## src/rtl/m2_rx_arbiter.sv

```systemverilog
// m2_rx_arbiter: round-robin merge of NCH decoder word strobes onto one valid/ready write port.
// Define M2_RX_ARB_TIMEOUT_EN to build the per-channel line-silence counters.
module m2_rx_arbiter #(
  parameter int NCH         = 4,
  parameter int DW          = 16,
  parameter int TIMEOUT_CYC = 32768
) (
  input  logic              clock_system,
  input  logic              rst,
  input  logic [NCH-1:0]    rden_in,
  input  logic [NCH*DW-1:0] recv_data_in,
  input  logic              wr_ready,
  output logic              wr_en,
  output logic [DW-1:0]     wr_data,
  output logic [1:0]        wr_chan,
  output logic [NCH-1:0]    ovf,
  input  logic              ovf_clr,
  output logic [NCH-1:0]    timeout
);

  typedef enum logic {S_IDLE, S_PRESENT} state_t;

  localparam logic [15:0] TO_LIM = 16'(TIMEOUT_CYC);

  state_t           state_q, state_d;
  logic [DW-1:0]    hold_data [NCH];
  logic [NCH-1:0]   hold_vld;
  logic [1:0]       last_grant;
  logic             grant_any;
  logic [1:0]       grant_idx;
  logic             do_grant;
  logic [NCH-1:0]   grant_mask;
  logic [NCH-1:0]   hold_cap;
  logic [NCH-1:0]   ovf_set;

  // Scan from farthest to nearest candidate so the one right after last_grant is written last and wins.
  always_comb begin : rr_search
    logic [1:0] cand;
    // NOTE: every combinational output gets a default first so no path leaves it unassigned (no latch).
    grant_any = 1'b0;
    grant_idx = '0;
    cand      = '0;
    for (int k = NCH; k >= 1; k--) begin
      cand = 2'((int'(last_grant) + k) % NCH);
      if (hold_vld[cand]) begin
        grant_any = 1'b1;
        grant_idx = cand;
      end
    end
  end

  // NOTE: combinational logic uses blocking '='; only the clocked blocks below use '<='.
  always_comb begin
    state_d  = state_q;
    do_grant = 1'b0;
    case (state_q)
      S_IDLE: begin
        if (grant_any) begin
          do_grant = 1'b1;
          state_d  = S_PRESENT;
        end
      end
      S_PRESENT: begin
        if (wr_ready) begin
          do_grant = grant_any;
          state_d  = grant_any ? S_PRESENT : S_IDLE;
        end
      end
      default: state_d = S_IDLE;
    endcase
  end

  assign grant_mask = do_grant ? ({{(NCH-1){1'b0}}, 1'b1} << grant_idx) : '0;
  // A hold being emptied into the output register this cycle may take a new word without overrun.
  assign hold_cap   = rden_in & (~hold_vld | grant_mask);
  assign ovf_set    = rden_in & hold_vld & ~grant_mask;
  assign wr_en      = (state_q == S_PRESENT);

  always_ff @(posedge clock_system) begin
    if (rst) begin
      state_q    <= S_IDLE;
      hold_vld   <= '0;
      last_grant <= 2'(NCH - 1);
      wr_data    <= '0;
      wr_chan    <= '0;
      ovf        <= '0;
    end else begin
      state_q  <= state_d;
      hold_vld <= (hold_vld & ~grant_mask) | hold_cap;
      ovf      <= (ovf & ~{NCH{ovf_clr}}) | ovf_set;
      if (do_grant) begin
        wr_data    <= hold_data[grant_idx];
        wr_chan    <= grant_idx;
        last_grant <= grant_idx;
      end
    end
  end

  // NOTE: the hold data array is qualified by hold_vld, so it carries no reset.
  always_ff @(posedge clock_system) begin
    for (int i = 0; i < NCH; i++) begin
      if (hold_cap[i]) hold_data[i] <= recv_data_in[i*DW +: DW];
    end
  end

`ifdef M2_RX_ARB_TIMEOUT_EN
  logic [15:0] silence_cnt [NCH];

  always_ff @(posedge clock_system) begin
    if (rst) begin
      for (int i = 0; i < NCH; i++) silence_cnt[i] <= '0;
    end else begin
      for (int i = 0; i < NCH; i++) begin
        if (rden_in[i])                   silence_cnt[i] <= '0;
        else if (silence_cnt[i] != TO_LIM) silence_cnt[i] <= silence_cnt[i] + 16'd1;
      end
    end
  end

  always_comb begin
    timeout = '0;
    for (int i = 0; i < NCH; i++) timeout[i] = (silence_cnt[i] == TO_LIM);
  end
`else
  logic unused_timeout_cfg;
  assign unused_timeout_cfg = ^TO_LIM;
  assign timeout            = '0;
`endif

endmodule

```

## config.mk

```make
export PLATFORM = sky130hd
export DESIGN_NAME = m2_rx_arbiter
export DESIGN_NICKNAME = d
export VERILOG_FILES = /design/src/rtl/m2_rx_arbiter.sv
export SDC_FILE = /design/constraint.sdc
export NUM_CORES = 1
export LEC_CHECK = 0
export BUFFER_PORTS_ARGS = -buffer_cell sky130_fd_sc_hd__buf_2
export CORE_MARGIN = 2
export CORE_UTILIZATION = 58
export CTS_BUF_LIST = sky130_fd_sc_hd__clkbuf_2
export DETAILED_ROUTE_END_ITERATION = 10
export GPL_TIMING_DRIVEN = 0
export PLACE_DENSITY = 0.85
export SYNTH_ARGS = -nofsm -noshare
export SYNTH_HDL_FRONTEND = slang
export SYNTH_SLANG_ARGS = --single-unit
```

## constraint.sdc

```tcl
create_clock -name clock_system -period 4.08 [get_ports clock_system]
set_input_delay 0.408 -clock clock_system [delete_from_list [all_inputs] [get_ports clock_system]]
set_output_delay 0.408 -clock clock_system [all_outputs]
set_load 0.02 [all_outputs]
```

==> metrics.cfg, run 1 <==
[status]
outcome = finished clean

[sta]
finalCritPeriodShare_pct = 60.68
timing.fmax_mhz = 403.9
setup_viol = 0
maxSlewHeadroom_pct = 44.50
fin_worst_skew_ns = 0.04073
finalCriticalPeriod_ns = 2.476
finalSetupTns_ns = 0
finalHoldViolCount = 0
rsz0062_at_grt = false
tightest_slew_ns = 0.8325
worst_slack_ns = 1.604
maxSlewViolCount = 0

[clock_network]
cts_buffer_depth = 2
cts_num_sinks = 93
insertion_delay_ns = 0.55
ctsHtreeMaxLevel = 3
cts_tree = done
postCtsSetupBuffers = 0
root_buffer = clkbuf_2
cts-buffers-inserted = 9
cts.clk_slew.worst_paths_ns = 0.24

[floorplanning]
die_h_um = 84.14
rows = 29
io_pins = 99
core_area_um2 = 6277
fp.dieW_um = 84.14
dieArea_um2 = 7080
start_util_pct = 59.34

[synth]
yosys-top-cells-area = edfxtp_1, dfxtp_1, mux2i_1
post-synth-top-count-cell = edfxtp_1
synth_edf_count = 64
synthesis.area_um2 = 3725
ys.flop_type = edfxtp_1
synthTopCellsByCount = edfxtp_1, dfxtp_1, inv_1, nand2_1, o21ai_0
syn_area_per_cell_um2 = 13.07
syn_inst = 285
yosysTopAreaCell = edfxtp_1
ys_seq_area_share_pct = 67.18
yosys_warnings = 0
synth_top_area_share_pct = 51.60
synthArstFlopShare_pct = 0
ys_ff_latch = 93
yosysUniqueCellTypes = 36

[routing]
antenna_left = 0
vias_per_cell = 5.447
first_iter_violations = 141
wl_um = 8188
dr.pass1.iters = 5
vias = 2756
wire_per_inst_um = 16.18
drc = 0

[worst_setup_path]
r2r-end = hold_data[3][11]
r2r_start = hold_vld[3]
critPathCaptureType = register
cp.arrival_ns = 2.68
worstPathMaxFanout = 16
r2r_setup_slack_ns = 1.60
reg2reg_depth = 5
required_ns = 4.28
setup.worst_path.start_class = register
critPathKind = reg2reg

[global_route]
grt_first_pass_wirelength_um = 12860
grt_overflow = 0
grt_start_max_net_pins = 17
antenna_found_initial = 0
grt_pass1_vias = 2672
grtUsageTotal_pct = 23.87

[placed_design]
hpwl_um = 5700
dpl_worst_slack_ns = 1.583
place_congestion = 0.8664
io_buffers = 94

[cells_and_area]
diodes = 0
area_growth_pct = 27.04
fin_nets = 496
layout-drive-gt1-share_pct = 30.30

[worst_hold_path]
whs_path_depth = 1
min_path_type = in2reg
hold_start = recv_data_in[31]
hold_path_end = hold_data[1][15]

[run]
max_cap_violations = 0

[pwr]
p_leak_nw = 1.968
max-vdd-ir-drop_mv = 0.3135
powerDensity_nw_per_um2 = 422.9
p_total_mw = 2.001

==> power by group <==
group / switching, mW / internal (mW)
registers: 0.0403 / 1.11
logic: 0.234 / 0.170
clock network: 0.310 / 0.141
total: 0.584 / 1.42
==> kinds of logic (layout without fill, tap and decap cells) <==
logic type      Yosys count  after routing  share of synthesized area, %
flops                    93             93                         67.18
mux                      16             16                         4.300
other cells               1              4                        0.1007
buf+inv                  41            182                         5.475
simple gates             63             63                         10.65
compound gates           71             71                         12.29
==> through the flow <==
step	std cells	area, um2	utilization, %	hold WS [ns]
CTS	498	4652	74.11	0.002323
floorplan	288	3736	-	0.4865
finish	506	4732	75.38	0.02531
global route	506	4732	75.38	0.00009220
global placement	459	4303	68.55	0.4320
detailed placement	459	4303	68.55	0.4363
==> critical path, stage by stage (launching register included) <==
cell and delay, ns:
dfxtp_1 0.50, and2b_2 0.23, nor2_1 0.10, or3_2 0.55, o21ai_2 0.18, and2_1 0.60
==> state kept, by name, summed over array words and instances, names as in the netlist <==
| register | count |
|---|---|
| hold_data | 64 |
| wr_en | 1 |
| last_grant | 2 |
| wr_data | 16 |
| ovf | 4 |
| hold_vld | 4 |
| wr_chan | 2 |
==> per-layer routing <==
| metal | vias to the layer above | GRT usage (%) | wire (um) |
|---|---|---|---|
| li1 | 1332 | - | - |
| met1 | 1286 | 30.89 | 3341 |
| met2 | 120 | 38.96 | 4130 |
| met3 | 18 | 4.031 | 496 |
| met4 | 0 | 12.46 | 219 |
| met5 | - | 0 | 0 |
==> what timing repair did <==
| item | CTS | global route |
|---|---|---|
| resized for setup | 0 | 0 |
| endpoints found under the hold margin | 23 | 8 |
| hold buffers | 23 | 8 |
| endpoints found under the setup margin | 0 | 0 |
==> worst max path at each step <==
| stage | start | endpoint | slack (ns) | depth (start not counted) |
|---|---|---|---|---|
| CTS | last_grant[0] | hold_data[0][0] | 1.59 | 5 |
| global route | hold_vld[3] | hold_data[0][5] | 1.39 | 5 |
| global placement | wr_ready | hold_data[3][7] | 1.63 | 6 |
| detailed placement | hold_vld[3] | hold_data[0][2] | 1.58 | 5 |
| floorplan | hold_vld[3] | hold_data[2][0] | 1.86 | 5 |
| finish | hold_vld[3] | hold_data[3][11] | 1.60 | 5 |
==> cell usage in the layout (no fill, tap or decap), drive strengths merged <==
cell           n
dfxtp         29
clkinvlp       4
dlygate4sd3   31
and3           1
o21ai         26
nor2           8
o22ai          1
clkbuf        20
inv           22
nand3          1
and2b          1
mux2i         16
nand3b         2
o31ai          4
clkinv         1
and2           5
o211ai        16
a21oi          6
buf          103
conb           4
nor4           1
or3            1
nand2         21
and4          16
a21o           1
nand2b         4
edfxtp        64
a31oi         17
bufinv         1
or4            1
nor2b          1
==> final cells by class <==
class	count	area (um2)
flip-flops and latches	93	2502
fillers	416	1545
multi-input cells	154	1030
repair buffers	125	780.7
plain buffers	20	125.1
well taps	77	96.34
inverters	21	78.83
clock inverters	7	73.82
clock buffers	9	45.04
Power figures use the tool's default switching activity.
==> inputs of run 2 (changes only) <==
--- a/config.mk
+++ b/config.mk
@@ -7,11 +7,11 @@
 export LEC_CHECK = 0
 export BUFFER_PORTS_ARGS = -buffer_cell sky130_fd_sc_hd__buf_2
 export CORE_MARGIN = 2
-export CORE_UTILIZATION = 58
+export CORE_UTILIZATION = 54
 export CTS_BUF_LIST = sky130_fd_sc_hd__clkbuf_2
 export DETAILED_ROUTE_END_ITERATION = 10
 export GPL_TIMING_DRIVEN = 0
-export PLACE_DENSITY = 0.85
+export PLACE_DENSITY = 0.8
 export SYNTH_ARGS = -nofsm -noshare
 export SYNTH_HDL_FRONTEND = slang
 export SYNTH_SLANG_ARGS = --single-unit
==> constraint.sdc (replaced) <==
create_clock -name clock_system -period 2.5 [get_ports clock_system]
set_input_delay 0.25 -clock clock_system [delete_from_list [all_inputs] [get_ports clock_system]]
set_output_delay 0.25 -clock clock_system [all_outputs]
set_load 0.02 [all_outputs]
==> run 2 against run 1 <==
Register-to-register slack got worse by 1.4 ns. Cell count increased by 8.3%. Count of clock-buffer cells in the layout unchanged. Worst hold slack improved by 0.019 ns. Total power increased by 64%. Non-clock buffer count increased by 39. Combinational power increased by 76%. Via count increased by 6.1%. Utilization increased by 0.85 points. Clock skew increased by 0.00085 ns. First-iteration DRC count increased by 35%.
==> metrics.cfg, run 2 (synthesis results as in run 1) <==
[status]
outcome = finished clean  ; unchanged

[sta]
rsz0062_at_grt = false  ; unchanged
setup_viol = 0  ; unchanged
finalHoldViolCount = 0  ; unchanged
finalCritPeriodShare_pct = 91.89  ; was 60.68%
fin_worst_skew_ns = 0.04158  ; was 0.04073 ns
maxSlewViolCount = 0  ; unchanged
timing.fmax_mhz = 435.3  ; was 403.9 MHz
finalSetupTns_ns = 0  ; unchanged
finalCriticalPeriod_ns = 2.297  ; was 2.476 ns

[floorplanning]
core_area_um2 = 6719  ; was 6277 um2
dieArea_um2 = 7579  ; was 7080 um2
rows = 30  ; was 29
io_pins = 99  ; unchanged
fp.dieW_um = 87.06  ; was 84.14 um
start_util_pct = 55.44  ; was 59.34%
die_h_um = 87.06  ; was 84.14 um

[routing]
antenna_left = 0  ; unchanged
vias_per_cell = 5.334  ; was 5.447
wire_per_inst_um = 15.98  ; was 16.18 um
first_iter_violations = 190  ; was 141
wl_um = 8755  ; was 8188 um
dr.pass1.iters = 4  ; was 5
vias = 2923  ; was 2756
drc = 0  ; unchanged

[worst_setup_path]
cp.arrival_ns = 2.55  ; was 2.68 ns
required_ns = 2.75  ; was 4.28 ns
setup.worst_path.start_class = register  ; unchanged
worstPathMaxFanout = 16  ; unchanged
reg2reg_depth = 5  ; unchanged
critPathCaptureType = register  ; unchanged
critPathKind = reg2reg  ; unchanged

[global_route]
grt_overflow = 0  ; unchanged
grt_first_pass_wirelength_um = 13410  ; was 12860 um
antenna_found_initial = 0  ; unchanged
grtUsageTotal_pct = 23.69  ; was 23.87%
grt_start_max_net_pins = 19  ; was 17
grt_pass1_vias = 2864  ; was 2672

[clock_network]
cts-buffers-inserted = 9  ; unchanged
insertion_delay_ns = 0.58  ; was 0.55 ns
ctsHtreeMaxLevel = 3  ; unchanged
postCtsSetupBuffers = 0  ; unchanged
root_buffer = clkbuf_2  ; unchanged
cts_tree = done  ; unchanged
cts_buffer_depth = 2  ; unchanged
cts.clk_slew.worst_paths_ns = 0.30  ; was 0.24 ns
cts_num_sinks = 93  ; unchanged

[pwr]
p_int_mw = 2.281  ; was 1.418 mW
powerDensity_nw_per_um2 = 641.2  ; was 422.9 nW/um2
combPwrFrac_pct = 21.6  ; was 20.2%
switchingPower_mw = 1.003  ; was 0.5838 mW
switching_share_pct = 30.54  ; was 29.17%
seq_power_share_pct = 56.9  ; was 57.3%
p_total_mw = 3.284  ; was 2.001 mW
p_leak_nw = 2.142  ; was 1.968 nW
max-vdd-ir-drop_mv = 0.3952  ; was 0.3135 mV
p_clk_share_pct = 21.5  ; was 22.5%

[cells_and_area]
seq_area_um2 = 2502  ; unchanged
multi_input_area_um2 = 1035  ; was 1030 um2
diodes = 0  ; unchanged
nFillCells = 419  ; was 416
area_growth_pct = 37.52  ; was 27.04%
layout_commonest_cell = buf_2  ; unchanged
regMostFlops = hold_data  ; unchanged
top_regs = hold_data x64, wr_data x16  ; unchanged
largest_reg_flops = 64  ; unchanged
layout-drive-gt1-share_pct = 28.63  ; was 30.30%
fin_nets = 535  ; was 496
layout_common_cells = buf_2, dlygate4sd3_1, edfxtp_1  ; was buf_2, edfxtp_1, dlygate4sd3_1

[placed_design]
hpwl_um = 5676  ; was 5700 um
place_congestion = 0.7973  ; was 0.8664
io_buffers = 94  ; unchanged

[run]
max_cap_violations = 0  ; unchanged

[worst_hold_path]
whs_path_depth = 3  ; was 1
min_path_type = in2reg  ; unchanged

## run 2: metrics by stage
stage	worst slack, ns	instance area, um2	instances	hold slack (ns)	utilization (%)
after floorplan	0.2783	3736	288	0.3489	-
after global placement	0.05839	4307	462	0.4273	64.10
after detailed placement	0.004651	4307	462	0.4281	64.10
after CTS	0.01406	5120	548	0.01500	76.20
after global routing	0.07957	5122	548	0.05203	76.24
final	0.2029	5122	548	0.04420	76.24
## run 2: critical path, stage by stage (launching register included)
cell and delay, ns:
dfxtp_1 0.53, or4_4 0.18, nand2_1 0.14, or3_2 0.52
o21ai_2 0.18, and2_2 0.42
## run 2: routing by layer
layer	wire, um	track usage (%)	share of wire, %
met3	562	4.550	6.4
met2	4390	41.01	50
met5	0	0	0
met4	241	10.37	2.8
met1	3560	28.78	41
## run 2: timing repair
action,in CTS,in global routing
hold buffers,70,0
pin swaps,0,0
gates resized for setup,2,2
setup endpoints to repair,32,32
hold endpoints to repair,72,0
## run 2: final timing paths
path	start	end	slack, ns
worst min-delay path	wr_ready	wr_en	0.04
worst max register to register	hold_vld[1]	hold_data[3][9]	0.20
worst min register to register	ovf[2]	ovf[2]	0.47
worst max-delay path	hold_vld[1]	hold_data[3][9]	0.20
## run 2: layout make-up
class	instances	area share, %
Timing Repair Buffer	164	22.86
Multi-Input combinational cell	154	20.20
Buffer	20	2.443
Tap cell	80	1.954
Inverter	21	1.539
Clock buffer	9	0.8793
Clock inverter	7	1.270
Sequential cell	93	48.85
## run 2: power by group through the flow
stage          Combinational, mW  Sequential [mW]  Clock [mW]
2_1_floorplan              0.342             1.96           0
6_report                   0.710             1.87       0.707
3_5_place_dp               0.615             1.90           0
5_1_grt                    0.769             1.88       0.779
4_1_cts                    0.702             1.87       0.717
3_3_place_gp               0.598             1.90           0
==> inputs of run 3 (changes only) <==
--- a/config.mk
+++ b/config.mk
@@ -12,6 +12,7 @@
 export DETAILED_ROUTE_END_ITERATION = 10
 export GPL_TIMING_DRIVEN = 0
 export PLACE_DENSITY = 0.8
+export RECOVER_POWER = 50
 export SYNTH_ARGS = -nofsm -noshare
 export SYNTH_HDL_FRONTEND = slang
 export SYNTH_SLANG_ARGS = --single-unit
==> run 3 against run 2 <==
Critical path depth is the same. Cell count did not move. Cell area down 0.61%. Sequential power barely moved. Clock skew down 0.0012 ns. Utilization is 0.47 points lower. Worst hold slack got worse by 0.0023 ns. Flip-flop and latch count unchanged. Largest cell class unchanged.
==> metrics.cfg, run 3 (synthesis results as in run 1) <==
[pwr]
seq_power_share_pct = 57.2  ; was 56.9%
p_total_mw = 3.269  ; was 3.284 mW
switching_share_pct = 30.70  ; was 30.54%
combPwrFrac_pct = 21.2  ; was 21.6%
p_leak_nw = 2.048  ; was 2.142 nW
p_int_mw = 2.265  ; was 2.281 mW
max-vdd-ir-drop_mv = 0.3935  ; was 0.3952 mV
switchingPower_mw = 1.004  ; was 1.003 mW
p_clk_share_pct = 21.6  ; was 21.5%
powerDensity_nw_per_um2 = 642.1  ; was 641.2 nW/um2

[routing]
drc = 0  ; unchanged
vias = 2941  ; was 2923
first_iter_violations = 193  ; was 190
antenna_left = 0  ; unchanged
wire_per_inst_um = 15.93  ; was 15.98 um
wl_um = 8731  ; was 8755 um
vias_per_cell = 5.367  ; was 5.334
dr.pass1.iters = 4  ; unchanged

[clock_network]
ctsHtreeMaxLevel = 3  ; unchanged
insertion_delay_ns = 0.58  ; about the same
cts_buffer_depth = 2  ; unchanged
cts_num_sinks = 93  ; unchanged
cts.clk_slew.worst_paths_ns = 0.30  ; about the same
root_buffer = clkbuf_2  ; unchanged
cts-buffers-inserted = 9  ; unchanged
cts_tree = done  ; unchanged

[sta]
finalCritPeriodShare_pct = 91.92  ; was 91.89%
timing.fmax_mhz = 435.1  ; was 435.3 MHz
rsz0062_at_grt = false  ; unchanged
fin_worst_skew_ns = 0.04039  ; was 0.04158 ns
finalSetupTns_ns = 0  ; unchanged
finalHoldViolCount = 0  ; unchanged
finalCriticalPeriod_ns = 2.298  ; was 2.297 ns
setup_viol = 0  ; unchanged
maxSlewViolCount = 0  ; unchanged

[cells_and_area]
layout_common_cells = dlygate4sd3_1, buf_2, edfxtp_1  ; was buf_2, dlygate4sd3_1, edfxtp_1
top_regs = hold_data x64, wr_data x16  ; unchanged
stdcell_count = 548  ; unchanged
regMostFlops = hold_data  ; unchanged
layout_commonest_cell = dlygate4sd3_1  ; was buf_2
fin_nets = 535  ; unchanged
layout-drive-gt1-share_pct = 23.29  ; was 28.63%
diodes = 0  ; unchanged
area_growth_pct = 36.68  ; was 37.52%
largest_reg_flops = 64  ; unchanged

[placed_design]
io_buffers = 94  ; unchanged
place_congestion = 0.7973  ; unchanged
hpwl_um = 5676  ; unchanged
place_inst = 462  ; unchanged

[global_route]
grt_first_pass_wirelength_um = 13410  ; unchanged
grt_pass1_vias = 2864  ; unchanged
antenna_found_initial = 0  ; unchanged
grt_overflow = 0  ; unchanged
grt_start_max_net_pins = 19  ; unchanged
grtUsageTotal_pct = 23.69  ; unchanged

[run]
max_cap_violations = 0  ; unchanged

[worst_setup_path]
r2r-end = hold_data[0][0]  ; was hold_data[3][9]
worstPathMaxFanout = 16  ; unchanged
critPathKind = reg2reg  ; unchanged
critPathCaptureType = register  ; unchanged
cp.arrival_ns = 2.54  ; was 2.55 ns
required_ns = 2.74  ; was 2.75 ns
r2r_start = last_grant[0]  ; was hold_vld[1]
reg2reg_depth = 5  ; unchanged
setup.worst_path.start_class = register  ; unchanged
r2r_setup_slack_ns = 0.20  ; about the same

[worst_hold_path]
hold_start = wr_ready  ; unchanged
whs_path_depth = 3  ; unchanged
hold_path_end = wr_en  ; unchanged
min_path_type = in2reg  ; unchanged

[floorplanning]
core_area_um2 = 6719  ; unchanged
rows = 30  ; unchanged
start_util_pct = 55.44  ; unchanged
die_h_um = 87.06  ; unchanged
io_pins = 99  ; unchanged
dieArea_um2 = 7579  ; unchanged
fp.dieW_um = 87.06  ; unchanged

[status]
outcome = finished clean  ; unchanged

## run 3: how the worst max path moves through the flow
stage,start,end,slack (ns),cells past startpoint
global route,hold_vld[1],hold_data[0][14],0.08,5
detailed placement,hold_vld[3],hold_data[3][7],0.005,5
floorplan,hold_vld[3],hold_data[2][0],0.28,5
global placement,hold_vld[3],hold_data[3][5],0.06,5
finish,last_grant[0],hold_data[0][0],0.20,5
CTS,last_grant[0],hold_data[0][0],0.01,5
## run 3: what timing repair did
action	in CTS	in global routing
pin swaps	0	0
endpoints found under the hold margin	72	0
gates resized for setup	2	2
hold buffers	70	0
setup endpoints to repair	32	32
buffers inserted	0	0
## run 3: power groups by stage
stage / Clock [mW] / Sequential, mW / Combinational [mW]
floorplan: 0 / 1.96 / 0.342
finish: 0.706 / 1.87 / 0.694
detailed placement: 0 / 1.90 / 0.615
global placement: 0 / 1.90 / 0.598
global route: 0.779 / 1.89 / 0.754
CTS: 0.717 / 1.87 / 0.702
## run 3: layer usage
| layer | share of wire, % | global-route usage [%] |
|---|---|---|
| met1 | 40 | 28.78 |
| met2 | 50 | 41.01 |
| met3 | 7.1 | 4.550 |
| met4 | 2.5 | 10.37 |
| met5 | 0 | 0 |
## run 3: through the flow
stage                     hold slack, ns  utilization (%)  worst slack, ns  instance area (um2)
after global routing             0.05203            75.77          0.07957                 5091
final                            0.04187            75.77           0.2019                 5091
after floorplan                   0.3489                -           0.2783                 3736
after CTS                        0.01500            76.20          0.01406                 5120
after detailed placement          0.4281            64.10         0.004651                 4307
after global placement            0.4273            64.10          0.05839                 4307
## run 3: worst max-delay path, stage by stage, from the launching register on
cell,delay [ns]
dfxtp_1,0.43
and2b_2,0.26
o21ai_4,0.23
nand3_1,0.19
o21ai_0,0.35
and2_2,0.50
## run 3: area by class of cell
type                       count  area [um2]
sequential                    93        2502
fill                         432        1628
timing repair buffer         164        1140
multi-input combinational    154        1035
buffer                        20       125.1
tap                           80       100.1
inverter                      21       78.83
clock inverter                 7       65.06
clock buffer                   9       45.04
